**src/rtl/mem_pkg.sv**
```systemverilog
// rtl/mem_pkg.sv - shared types, constants and lane helpers for the memory access unit
package mem_pkg;

  localparam int XLEN       = 32;
  localparam int DATA_WIDTH = 3;
  localparam int BE_W       = XLEN / 8;

  typedef enum logic [DATA_WIDTH-1:0] {
    W_B  = 3'b000,
    W_H  = 3'b001,
    W_W  = 3'b010,
    W_BU = 3'b100,
    W_HU = 3'b101
  } width_e;

  typedef enum logic [1:0] {
    S_IDLE,
    S_REQ,
    S_WAIT_RSP,
    S_DONE
  } state_e;

  // width[1:0] gives the access size for every legal load and store code
  function automatic logic [BE_W-1:0] be_mask(input logic [DATA_WIDTH-1:0] width,
                                               input logic [1:0]            offset);
    case (width[1:0])
      2'b00:   be_mask = 4'b0001 << offset;
      2'b01:   be_mask = 4'b0011 << offset;
      default: be_mask = 4'b1111;
    endcase
  endfunction

  function automatic logic [XLEN-1:0] extend(input logic [XLEN-1:0]       shifted,
                                             input logic [DATA_WIDTH-1:0] width);
    case (width)
      W_B:     extend = {{(XLEN-8){shifted[7]}}, shifted[7:0]};
      W_H:     extend = {{(XLEN-16){shifted[15]}}, shifted[15:0]};
      W_BU:    extend = {{(XLEN-8){1'b0}}, shifted[7:0]};
      W_HU:    extend = {{(XLEN-16){1'b0}}, shifted[15:0]};
      default: extend = shifted;
    endcase
  endfunction

endpackage

```
**src/rtl/mem_load_align.sv**
```systemverilog
// rtl/mem_load_align.sv - combinational load lane shift and sign/zero extension
module mem_load_align
  import mem_pkg::*;
(
  input  logic [XLEN-1:0]       rdata,
  input  logic [1:0]            addr_lo,
  input  logic [DATA_WIDTH-1:0] width,
  output logic [XLEN-1:0]       rd_data
);

  logic [XLEN-1:0] shifted;

  assign shifted = rdata >> {addr_lo, 3'b000};
  assign rd_data = extend(shifted, width);

endmodule

```
**src/rtl/mem_access_unit.sv**
```systemverilog
// rtl/mem_access_unit.sv - single-outstanding load/store unit driving a byte-enabled memory bus
module mem_access_unit
  import mem_pkg::*;
(
  input  logic                  clk,
  input  logic                  rst,
  input  logic                  req_valid,
  output logic                  req_ready,
  input  logic                  load_enable,
  input  logic                  store_enable,
  input  logic [XLEN-1:0]       addr,
  input  logic [DATA_WIDTH-1:0] width,
  input  logic [XLEN-1:0]       store_data,
  output logic                  busy,
  output logic                  rsp_valid,
  output logic [XLEN-1:0]       rd_data,
  output logic                  misaligned,
  output logic                  illegal,
  output logic                  mem_req_valid,
  input  logic                  mem_req_ready,
  output logic                  mem_we,
  output logic [XLEN-1:0]       mem_addr,
  output logic [XLEN-1:0]       mem_wdata,
  output logic [BE_W-1:0]       mem_be,
  input  logic                  mem_rsp_valid,
  input  logic [XLEN-1:0]       mem_rdata
);

  state_e                state_q, state_d;
  logic                  is_store_q;
  logic [XLEN-1:0]       addr_q, data_q, rd_data_q;
  logic [DATA_WIDTH-1:0] width_q;
  logic                  mis_q, ill_q;

  logic                  accept, illegal_in, misaligned_in, fault_in, in_req;
  logic [XLEN-1:0]       load_word;

  mem_load_align u_align (
    .rdata   (mem_rdata),
    .addr_lo (addr_q[1:0]),
    .width   (width_q),
    .rd_data (load_word)
  );

  always_comb begin
    accept        = 1'b0;
    illegal_in    = 1'b0;
    misaligned_in = 1'b0;
    accept = (state_q == S_IDLE) && req_valid && (load_enable ^ store_enable);
    if (store_enable) illegal_in = (width > 3'b010);
    else              illegal_in = (width == 3'b011) || (width[2:1] == 2'b11);
    case (width[1:0])
      2'b01:   misaligned_in = addr[0];
      2'b10:   misaligned_in = (addr[1:0] != 2'b00);
      default: misaligned_in = 1'b0;
    endcase
    fault_in = illegal_in || misaligned_in;
  end

  always_comb begin
    state_d = state_q;
    case (state_q)
      S_IDLE:     if (accept) state_d = fault_in ? S_DONE : S_REQ;
      S_REQ:      if (mem_req_ready) state_d = is_store_q ? S_DONE : S_WAIT_RSP;
      S_WAIT_RSP: if (mem_rsp_valid) state_d = S_DONE;
      S_DONE:     state_d = S_IDLE;
      default:    state_d = S_IDLE;
    endcase
  end

  always_ff @(posedge clk) begin
    if (rst) begin
      state_q    <= S_IDLE;
      is_store_q <= 1'b0;
      addr_q     <= '0;
      data_q     <= '0;
      width_q    <= '0;
      mis_q      <= 1'b0;
      ill_q      <= 1'b0;
      rd_data_q  <= '0;
    end else begin
      state_q <= state_d;
      if (accept) begin
        is_store_q <= store_enable;
        addr_q     <= addr;
        data_q     <= store_data;
        width_q    <= width;
        ill_q      <= illegal_in;
        mis_q      <= misaligned_in && !illegal_in;
      end
      // result register only changes on entry to DONE; stores and faults return zero
      if (state_d == S_DONE && state_q != S_DONE)
        rd_data_q <= (state_q == S_WAIT_RSP) ? load_word : '0;
    end
  end

  assign in_req        = (state_q == S_REQ);
  assign req_ready     = (state_q == S_IDLE) && !rst;
  assign busy          = (state_q != S_IDLE);
  assign rsp_valid     = (state_q == S_DONE);
  assign misaligned    = rsp_valid && mis_q;
  assign illegal       = rsp_valid && ill_q;
  assign rd_data       = rd_data_q;
  assign mem_req_valid = in_req;
  assign mem_we        = in_req && is_store_q;
  assign mem_addr      = in_req ? {addr_q[XLEN-1:2], 2'b00} : '0;
  assign mem_be        = !in_req ? '0 : (is_store_q ? be_mask(width_q, addr_q[1:0]) : '1);

  always_comb begin
    mem_wdata = '0;
    if (in_req && is_store_q) begin
      case (width_q[1:0])
        2'b00:   mem_wdata = {4{data_q[7:0]}};
        2'b01:   mem_wdata = {2{data_q[15:0]}};
        default: mem_wdata = data_q;
      endcase
    end
  end

endmodule

```
**config.mk**
```make
export PLATFORM = sky130hd
export DESIGN_NAME = mem_access_unit
export DESIGN_NICKNAME = d
export VERILOG_FILES = /design/src/rtl/mem_pkg.sv /design/src/rtl/mem_load_align.sv /design/src/rtl/mem_access_unit.sv
export SDC_FILE = /design/constraint.sdc
export NUM_CORES = 1
export LEC_CHECK = 0
export ABC_AREA = 1
export CAP_MARGIN = 20
export CORE_ASPECT_RATIO = 1.5
export CORE_MARGIN = 2
export CORE_UTILIZATION = 40
export DETAILED_ROUTE_END_ITERATION = 8
export GPL_ROUTABILITY_DRIVEN = 0
export PLACE_DENSITY_LB_ADDON = 0.25
export SYNTH_ARGS = -nofsm -noshare
export SYNTH_HDL_FRONTEND = slang
export SYNTH_SLANG_ARGS = --single-unit
```
**constraint.sdc**
```tcl
create_clock -name clk -period 3.07 [get_ports clk]
set_input_delay 0.614 -clock clk [delete_from_list [all_inputs] [get_ports clk]]
set_output_delay 0.614 -clock clk [all_outputs]
set_load 0.05 [all_outputs]
```
== Yosys cells after proc, flatten, opt, wreduce, memory -nomap -nowiden ==
Cells that the tools add are included.
W data, S select, Z words.

* Flip-flop bits (word level): 104
* Bits of input ports: 106
* Output and inout port bits: 107
* Word-level logic and storage cells: 59

* Magnitude comparators: 1
* Eq/ne operators: 13
* Shift operators: 3
* Mux-type cells: 16
* Bitwise operators: 1
* Reduce and logical (&&, ||, !) cells: 17

{| class="wikitable"
|+ Operators with widths
! kind !! number
|-
| $pmux W32 S4 || 1
|-
| $mux W32 || 3
|-
| $pmux W32 S2 || 1
|-
| $shr A32 B5 Y32 || 1
|-
| $eq A2 B2 Y1 const B || 5
|-
| $logic_and A1 B1 Y1 || 8
|-
| $mux W2 || 4
|-
| $mux W4 || 2
|-
| $pmux W2 S4 || 1
|-
| $pmux W4 S2 || 1
|-
| $eq A2 B1 Y1 const B || 3
|-
| $eq A3 B3 Y1 const B || 2
|-
| $logic_not A2 Y1 || 2
|-
| $reduce_bool A2 Y1 || 2
|-
| $shl A1 B2 Y4 const A || 1
|-
| $shl A2 B2 Y4 const A || 1
|-
| $eq A3 B1 Y1 const B || 1
|-
| $eq A3 B2 Y1 const B || 1
|-
| $gt A3 B2 Y1 const B || 1
|-
| $logic_not A3 Y1 || 1
|-
| $logic_not A1 Y1 || 2
|-
| $logic_or A1 B1 Y1 || 2
|-
| $mux W1 || 2
|-
| $ne A2 B2 Y1 const B || 1
|-
| 2 further kinds || 2
|}

== Longest topological paths before layout ==
Gate-level depths: netlist of the first run.

* Word-level depth: 9
* Gate-level depth with buffers: 12
* Depth with buffers taken out: 11

== Hierarchy ==
From an unflattened synthesis of the first run, not the netlist that was laid out.

* Cells, all modules: 778
* Area, all modules: 5,491.5 µm²

{| class="wikitable"
|+ Modules (own cells, without submodules)
! module !! times used !! cells each !! area an instance (µm²) !! seq. area each (µm²)
|-
| mem_access_unit || 1 || 620 || 4,570.6 || 2,082.0
|-
| mem_load_align || 1 || 158 || 920.9 || 0.0
|}

== Worst setup path before layout of the first run ==
Ideal clock, no wire load.

* Path kind: flip-flop to output port
* Start point: register state_q[0]
* End point: output mem_wdata[15]
* Arrival: 2.759 ns
* Data required time: 2.456 ns
* Path slack: -0.303 ns
* Stages on the path, launching flop included: 7
* Path buffers: 0
* Cell sequence: dfxtp_1 > inv_1 > nor2_2 > inv_2 > nor2_4 > inv_2 > nor3_1

* Word-level cells in the longest chain between the ends: 3

{| class="wikitable"
|+ RTL lines
! what !! RTL line !! RTL
|-
| start: declaration || mem_access_unit.sv:29 || <nowiki>state_e state_q, state_d;</nowiki>
|-
| start signal: assignment || mem_access_unit.sv:82 || <nowiki>state_q <= state_d;</nowiki>
|-
| $eq A2 B1 Y1 || mem_access_unit.sv:97 || <nowiki>assign in_req = (state_q == S_REQ);</nowiki>
|-
| net mem_req_valid || mem_access_unit.sv:19 || <nowiki>output logic mem_req_valid,</nowiki>
|-
| $logic_and A1 B1 Y1 || -- ||
|-
| net mem_we || mem_access_unit.sv:21 || <nowiki>output logic mem_we,</nowiki>
|-
| $mux W32 || mem_access_unit.sv:111 || <nowiki>if (in_req && is_store_q) begin</nowiki>
|-
| end: declaration || mem_access_unit.sv:23 || <nowiki>output logic [XLEN-1:0] mem_wdata,</nowiki>
|}

The timed path passes the listed nets, and every way through them passes these cells.

== Worst setup path in the final report of the first run ==
* Start point: register state_q[0]
* End point: output mem_addr[4]

* Word-level cells in the longest chain between the ends: 2

{| class="wikitable"
|+ RTL lines
! what !! RTL line !! RTL
|-
| $eq A2 B1 Y1 || mem_access_unit.sv:97 ||
|-
| $mux W32 || mem_access_unit.sv:106 || <nowiki>assign mem_addr = in_req ? {addr_q[XLEN-1:2], 2'b00} : '0;</nowiki>
|-
| end: declaration || mem_access_unit.sv:22 || <nowiki>output logic [XLEN-1:0] mem_addr,</nowiki>
|}

No other way between the ends.

==> metrics, run 1 <==
Yosys cell types=27; GRT Total Usage=22.70%; Final Cell Area=about 8100 um^2; Hold Crit Depth=2; clk_lat worst skew=0.35 ns; TritonRoute pass-1 iters=4; RSZ-0062 raised after global routing=no; Sink Count=104; fin. max-slew vios=0; global route overflow=0; fin nets=1,101; Post-synth EDFFs=0; Pleak=3.404 nW; final setup vio count=0; Fin Hold WS=0.4522 ns; Final Cycle Share=a little over nine tenths; Yosys reg bits=~100; status=finished, final reports clean; Ys Warns=0; 1st-iter DRT viols=~240; Post-Route Skew=0.007823 ns; vias in the first global route=between 5,000 and 6,000; Via-to-Cell Ratio=4.927; Hold Crit Class=reg -> reg; critical path, cell by cell=inv_1 > nor2_2 > inv_4 > nor2_1 > clkdlybuf4s50_1; Max rail drop VDD=between 200 and 300 uV; cell count of the worst reg-to-reg path=10; Final Hold Fails=0; Post CTS Setup Buffer Count=0; antenna fix cells=0; Worst Max-Slew Pin Slew=a little under 0.7 ns; Antenna Violating Nets Remaining=0; Design Power=roughly 0.0041 W; DRT Wirelength=between 15 and 20 mm; Reg clk slew, reported paths=about 0.070 ns; syn avg cell area=~6.5 um^2; PortBufs=210; crit-path max FO=34; H-tree depth=3; TritonCTS clock tree=done; I/O Pins=roughly 210; Syn-to-layout area delta=54.06%; Final min period=slightly below 3 ns; DP Area=between 7000 and 8000 um^2; HPWL Detailed=between 10 and 15 mm; Die Width=between 90 and 100 um; crit path DAT=~2.3 ns; total number of vias=5,696; DIE HEIGHT=about 140 um; Routed WL per cell=14.34 um; sequential cell area fraction in the yosys report=slightly below 40%; first-pass GRT wire length=around 26 mm; Cell Rows=just over 50; PwrDens=around 510 nW/um^2; die area=between 10,000 and 15,000 um^2; core box area=about 13,000 um^2; kind of critical path=reg -> out; Starting Density=40.66%; CP max-delay cell=clkdlybuf4s50_1; initial antenna violation count=0; Worst Path Required=around 2.5 ns; Max-slew headroom=~55%; DR DRC count=0; largest net degree at the start of global routing=110; prevailing post-synth register cell=dfxtp_1; CTS root buffer=clkbuf_16; # Max-Cap Violations=0; synthesized instance count=just over 800; fraction of layout cells with a size suffix above 1=under 10%; element type at the critical path start=register; Synth async-reset ratio=0%; CP endpoint kind=output pin; Post-Syn Area=~5300 um^2; fmax=around 0.35 GHz; CP max stage delay=0.83 ns; Inserted Clock Buffers=9; Longest Clk Path Bufs=2
layer usage:
metal	global-route usage (%)	up-vias	wire (um)
met2	40.33	181	8545
met1	24.76	2560	6165
met3	6.863	31	1333
li1	-	2924	-
met4	10.67	0	537
met5	0	-	0
through the flow:
step / setup WS, ns / utilization (%) / TNS, ns / std cells
3_5_place_dp: 0.3605 / 60.18 / 0 / 1140
4_1_cts: 0.05002 / 62.55 / 0 / 1156
5_1_grt: 0.07052 / 62.65 / 0 / 1156
6_report: 0.1893 / 62.65 / 0 / 1156
2_1_floorplan: -0.3032 / - / -0.6063 / 814
3_3_place_gp: 0.4202 / 60.18 / 0 / 1140
final timing paths:
| path | start | to | slack [ns] |
|---|---|---|---|
| min | addr_q[31] | addr_q[31] | 0.45 |
| max | state_q[0] | mem_addr[4] | 0.19 |
| min reg2reg | addr_q[31] | addr_q[31] | 0.45 |
| max reg2reg | addr_q[0] | rd_data[16] | 1.10 |
synthesized netlist by cell type, drive strengths merged, types with 3 or more instances:
library cell,count,share of area (%)
dfxtp,104,40
nand2,143,10
ha,3,0.71
nor3,3,0.28
buf,27,3.5
o21ai,97,9.2
clkbuf,28,2.0
nand3,31,3.2
o31ai,7,1.0
a21oi,76,7.2
inv,88,6.3
mux2i,7,1.3
o22ai,8,0.95
nor2,186,14
kinds of logic (layout without fill, tap and decap cells):
kind of cell	after synthesis	in the layout	share of synthesized area, %
muxes	7	7	1.330
buffers and inverters	143	326	11.78
DFF	104	104	39.53
and+or+nand+nor	364	364	27.79
adders and majority gates	3	3	0.7127
other	1	2	0.07119
AOI/OAI and AO/OA	191	191	18.79
registers in the layout, summed over array words and instances, names as in the netlist:
signal and count:
rd_data 32, addr_q 32, state_q 2, data_q 32, mis_q 1, is_store_q 1, width_q 3, ill_q 1
final cells by class:
class / instances / area, um^2
timing repair buffer: 222 / 2591
clock inverter: 7 / 78.83
clock buffer: 9 / 225.2
fill: 1221 / 4838
tap: 159 / 198.9
sequential: 104 / 2082
inverter: 88 / 332.8
multi-input combinational: 567 / 2606
worst max-delay path: cells and delay by family, from the launching register on:
family / cells / cell delay (ns)
flip-flops: 1 / 0.43
buffers and inverters: 3 / 1.11
AND/OR/NAND/NOR: 2 / 0.37
layout by cell type, fill, tap and decap left out, types with 2 or more instances in the layout:
master / synthesis / routed
nand3_2: 3 / 3
nand2_2: 4 / 4
conb_1: 1 / 2
clkinvlp_4: 0 / 2
ha_1: 3 / 3
buf_4: 3 / 10
inv_2: 3 / 3
nor2_4: 3 / 3
buf_12: 0 / 39
a21oi_1: 76 / 74
o31ai_1: 7 / 7
nor2_2: 2 / 10
clkbuf_16: 0 / 9
nand2_1: 139 / 139
mux2i_1: 7 / 7
clkdlybuf4s50_1: 0 / 170
o21ai_0: 97 / 97
o22ai_1: 8 / 8
dlymetal6s2s_1: 0 / 2
a21oi_2: 0 / 2
nor3_2: 0 / 2
inv_1: 85 / 84
nor2_1: 181 / 173
dfxtp_1: 104 / 104
nand3_1: 28 / 28
repair_timing:
action / in CTS / in global routing
setup endpoints to repair: 2 / 30
endpoints found under the hold margin: 0 / 0
gates resized for setup: 2 / 5
hold buffers: 0 / 0
pin swaps: 0 / 0
where the power goes:
part	total (W)	internal [W]	switching (W)
registers	0.00158	0.00150	0.0000820
logic	0.00134	0.000491	0.000851
clock network	0.00118	0.000641	0.000538
total	0.00410	0.00263	0.00147
(Power assumes the default switching activity.)
==> inputs of run 2 (changes only) <==
--- a/config.mk
+++ b/config.mk
@@ -6,12 +6,12 @@
 export NUM_CORES = 1
 export LEC_CHECK = 0
 export ABC_AREA = 1
-export CAP_MARGIN = 20
 export CORE_ASPECT_RATIO = 1.5
 export CORE_MARGIN = 2
 export CORE_UTILIZATION = 40
 export DETAILED_ROUTE_END_ITERATION = 8
 export GPL_ROUTABILITY_DRIVEN = 0
+export GPL_TIMING_DRIVEN = 0
 export PLACE_DENSITY_LB_ADDON = 0.25
 export SYNTH_ARGS = -nofsm -noshare
 export SYNTH_HDL_FRONTEND = slang
==> run 2 against run 1 <==
  * Wire length grew 4.8%
  * Critical path type is now in -> out
  * Non-clock buffer count grew 40
  * First-iteration DRC count grew 3.8%
  * Register-to-register slack gained 0.14 ns
  * Setup slack lost 0.087 ns
  * Largest cell class unchanged
  * Utilization shrank 1.9 points
  * Critical path depth shrank 2
  * Sequential share of layout area grew 0.80 points
  * Worst hold slack gained 0.0046 ns
==> metrics, run 2 (synthesis gave the netlist of run 1 again) <==
antenna fix cells=0; Post-Route Utilization=between 60 and 70%; TritonRoute pass-1 iters=4; Via-to-Cell Ratio=4.880; switching part of the total=36.73%; initial antenna violation count=0; largest net degree at the start of global routing=19; Filler cells=1,249; first-pass GRT wire length=about 27 mm; Register Area=roughly 2100 um^2; Sink Count=approximately 100; most common library cell in the layout ignoring fill and taps=nor2_1; fraction of layout cells with a size suffix above 1=7.232%; 1st-iter DRT viols=about 250; setup TNS=0 ns; fmax=between 0.3 and 0.4 GHz; Longest Clk Path Bufs=2; Reg clk slew, reported paths=around 0.08 ns; Routed WL per cell=approximately 15 um; Hold Crit Class=reg -> reg; Cell Rows=51; Max-slew headroom=a little under 60%; global route overflow=0; clock power share=27.8%; kind of critical path=in -> out; Final Cycle Share=96.68%; Final min period=between 2 and 3 ns; total number of vias=around 5,800; final setup vio count=0; DP Area=about 7600 um^2; HPWL Detailed=approximately 14 mm; Inserted Clock Buffers=9; Pleak=between 3 and 4 nW; Final Hold Fails=0; H-tree depth=3; DRT Wirelength=about 17 mm; die area=between 10,000 and 15,000 um^2; CTS root buffer=clkbuf_16; Worst Path Required=roughly 2.5 ns; Post-Route Skew=between 0.006 and 0.007 ns; Hold Buf Count CTS=0; DIE HEIGHT=roughly 140 um; I/O Pins=around 210; Antenna Violating Nets Remaining=0; GRT Total Usage=a little under a quarter; share of power burned in registers=roughly two fifths; Max rail drop VDD=315.0 uV; Final Cell Area=just under 8000 um^2; PortBufs=210; clk_lat worst skew=roughly 0.35 ns; DR DRC count=0; Die Width=between 90 and 100 um; status=finished, final reports clean; crit path DAT=2.35 ns; # Max-Cap Violations=0; post-placement cell count=about 1,200; TritonCTS clock tree=done; fin nets=1,141; Post CTS Setup Buffer Count=0; core box area=around 13,000 um^2; most frequent cells in the layout=173 x nor2_1, 145 x clkdlybuf4s50_1, 139 x nand2_1; Cell Count, Final, Fillers Out=1,196; fin. max-slew vios=0; CP endpoint kind=output pin; Syn-to-layout area delta=49.43%; Worst Max-Slew Pin Slew=between 0.6 and 0.7 ns; RSZ-0062 raised after global routing=no; Multi-input gate area=about 2600 um^2; combinational share of power=about 33%; crit-path max FO=14; Power Internal=roughly 0.0026 W; element type at the critical path start=input port; Psw=~0.0015 W; vias in the first global route=around 5,600; Fin Hold WS=approximately 0.46 ns; PwrDens=517.7 nW/um^2; Starting Density=~41%
run 2: repair_timing:
item | CTS | global route
endpoints found under the setup margin | 35 | 45
hold endpoints to repair | 0 | 0
gates resized for setup | 35 | 56
cloned | 0 | 0
run 2: power by group through the flow:
stage	clock, W	sequential [W]	combinational, W
floorplan	0	0.00175	0.000734
detailed placement	0	0.00161	0.00137
global placement	0	0.00161	0.00136
finish	0.00113	0.00158	0.00136
CTS	0.00115	0.00158	0.00137
global route	0.00120	0.00160	0.00149
run 2: through the flow:
stage          power, W  worst slack [ns]
2_1_floorplan  0.002488           -0.3032
3_3_place_gp   0.002969         -0.003033
3_5_place_dp   0.002982         0.0001517
4_1_cts        0.004106          0.001181
5_1_grt        0.004292          0.007795
6_report       0.004075            0.1020
run 2: final timing paths:
kind	start	to	slack (ns)	depth (start not counted)
worst max-delay path	rst	req_ready	0.10	3
worst min register to register	addr_q[5]	addr_q[5]	0.46	2
worst max register to register	width_q[1]	rd_data[28]	1.24	11
worst min-delay path	addr_q[5]	addr_q[5]	0.46	2
run 2: area by class of cell:
class	count	area share, %
Buffer	52	3.561
Clock buffer	10	3.036
Clock inverter	6	0.6676
Inverter	88	4.196
Multi-Input combinational cell	567	32.98
Sequential cell	104	26.45
Tap cell	159	2.527
Timing Repair Buffer	210	26.58
run 2: critical path: stages:
cell             delay [ns]
clkdlybuf4s50_1        0.71
nor2_1                 0.20
clkdlybuf4s50_1        0.82
run 2: per-layer routing:
layer  track usage, %  vias up  wire [um]
met3            7.443       37       1407
met1            23.72     2581       6306
met2            45.44      210       9082
li1                 -     3008          -
met5                0        -          0
met4            10.75        0        575
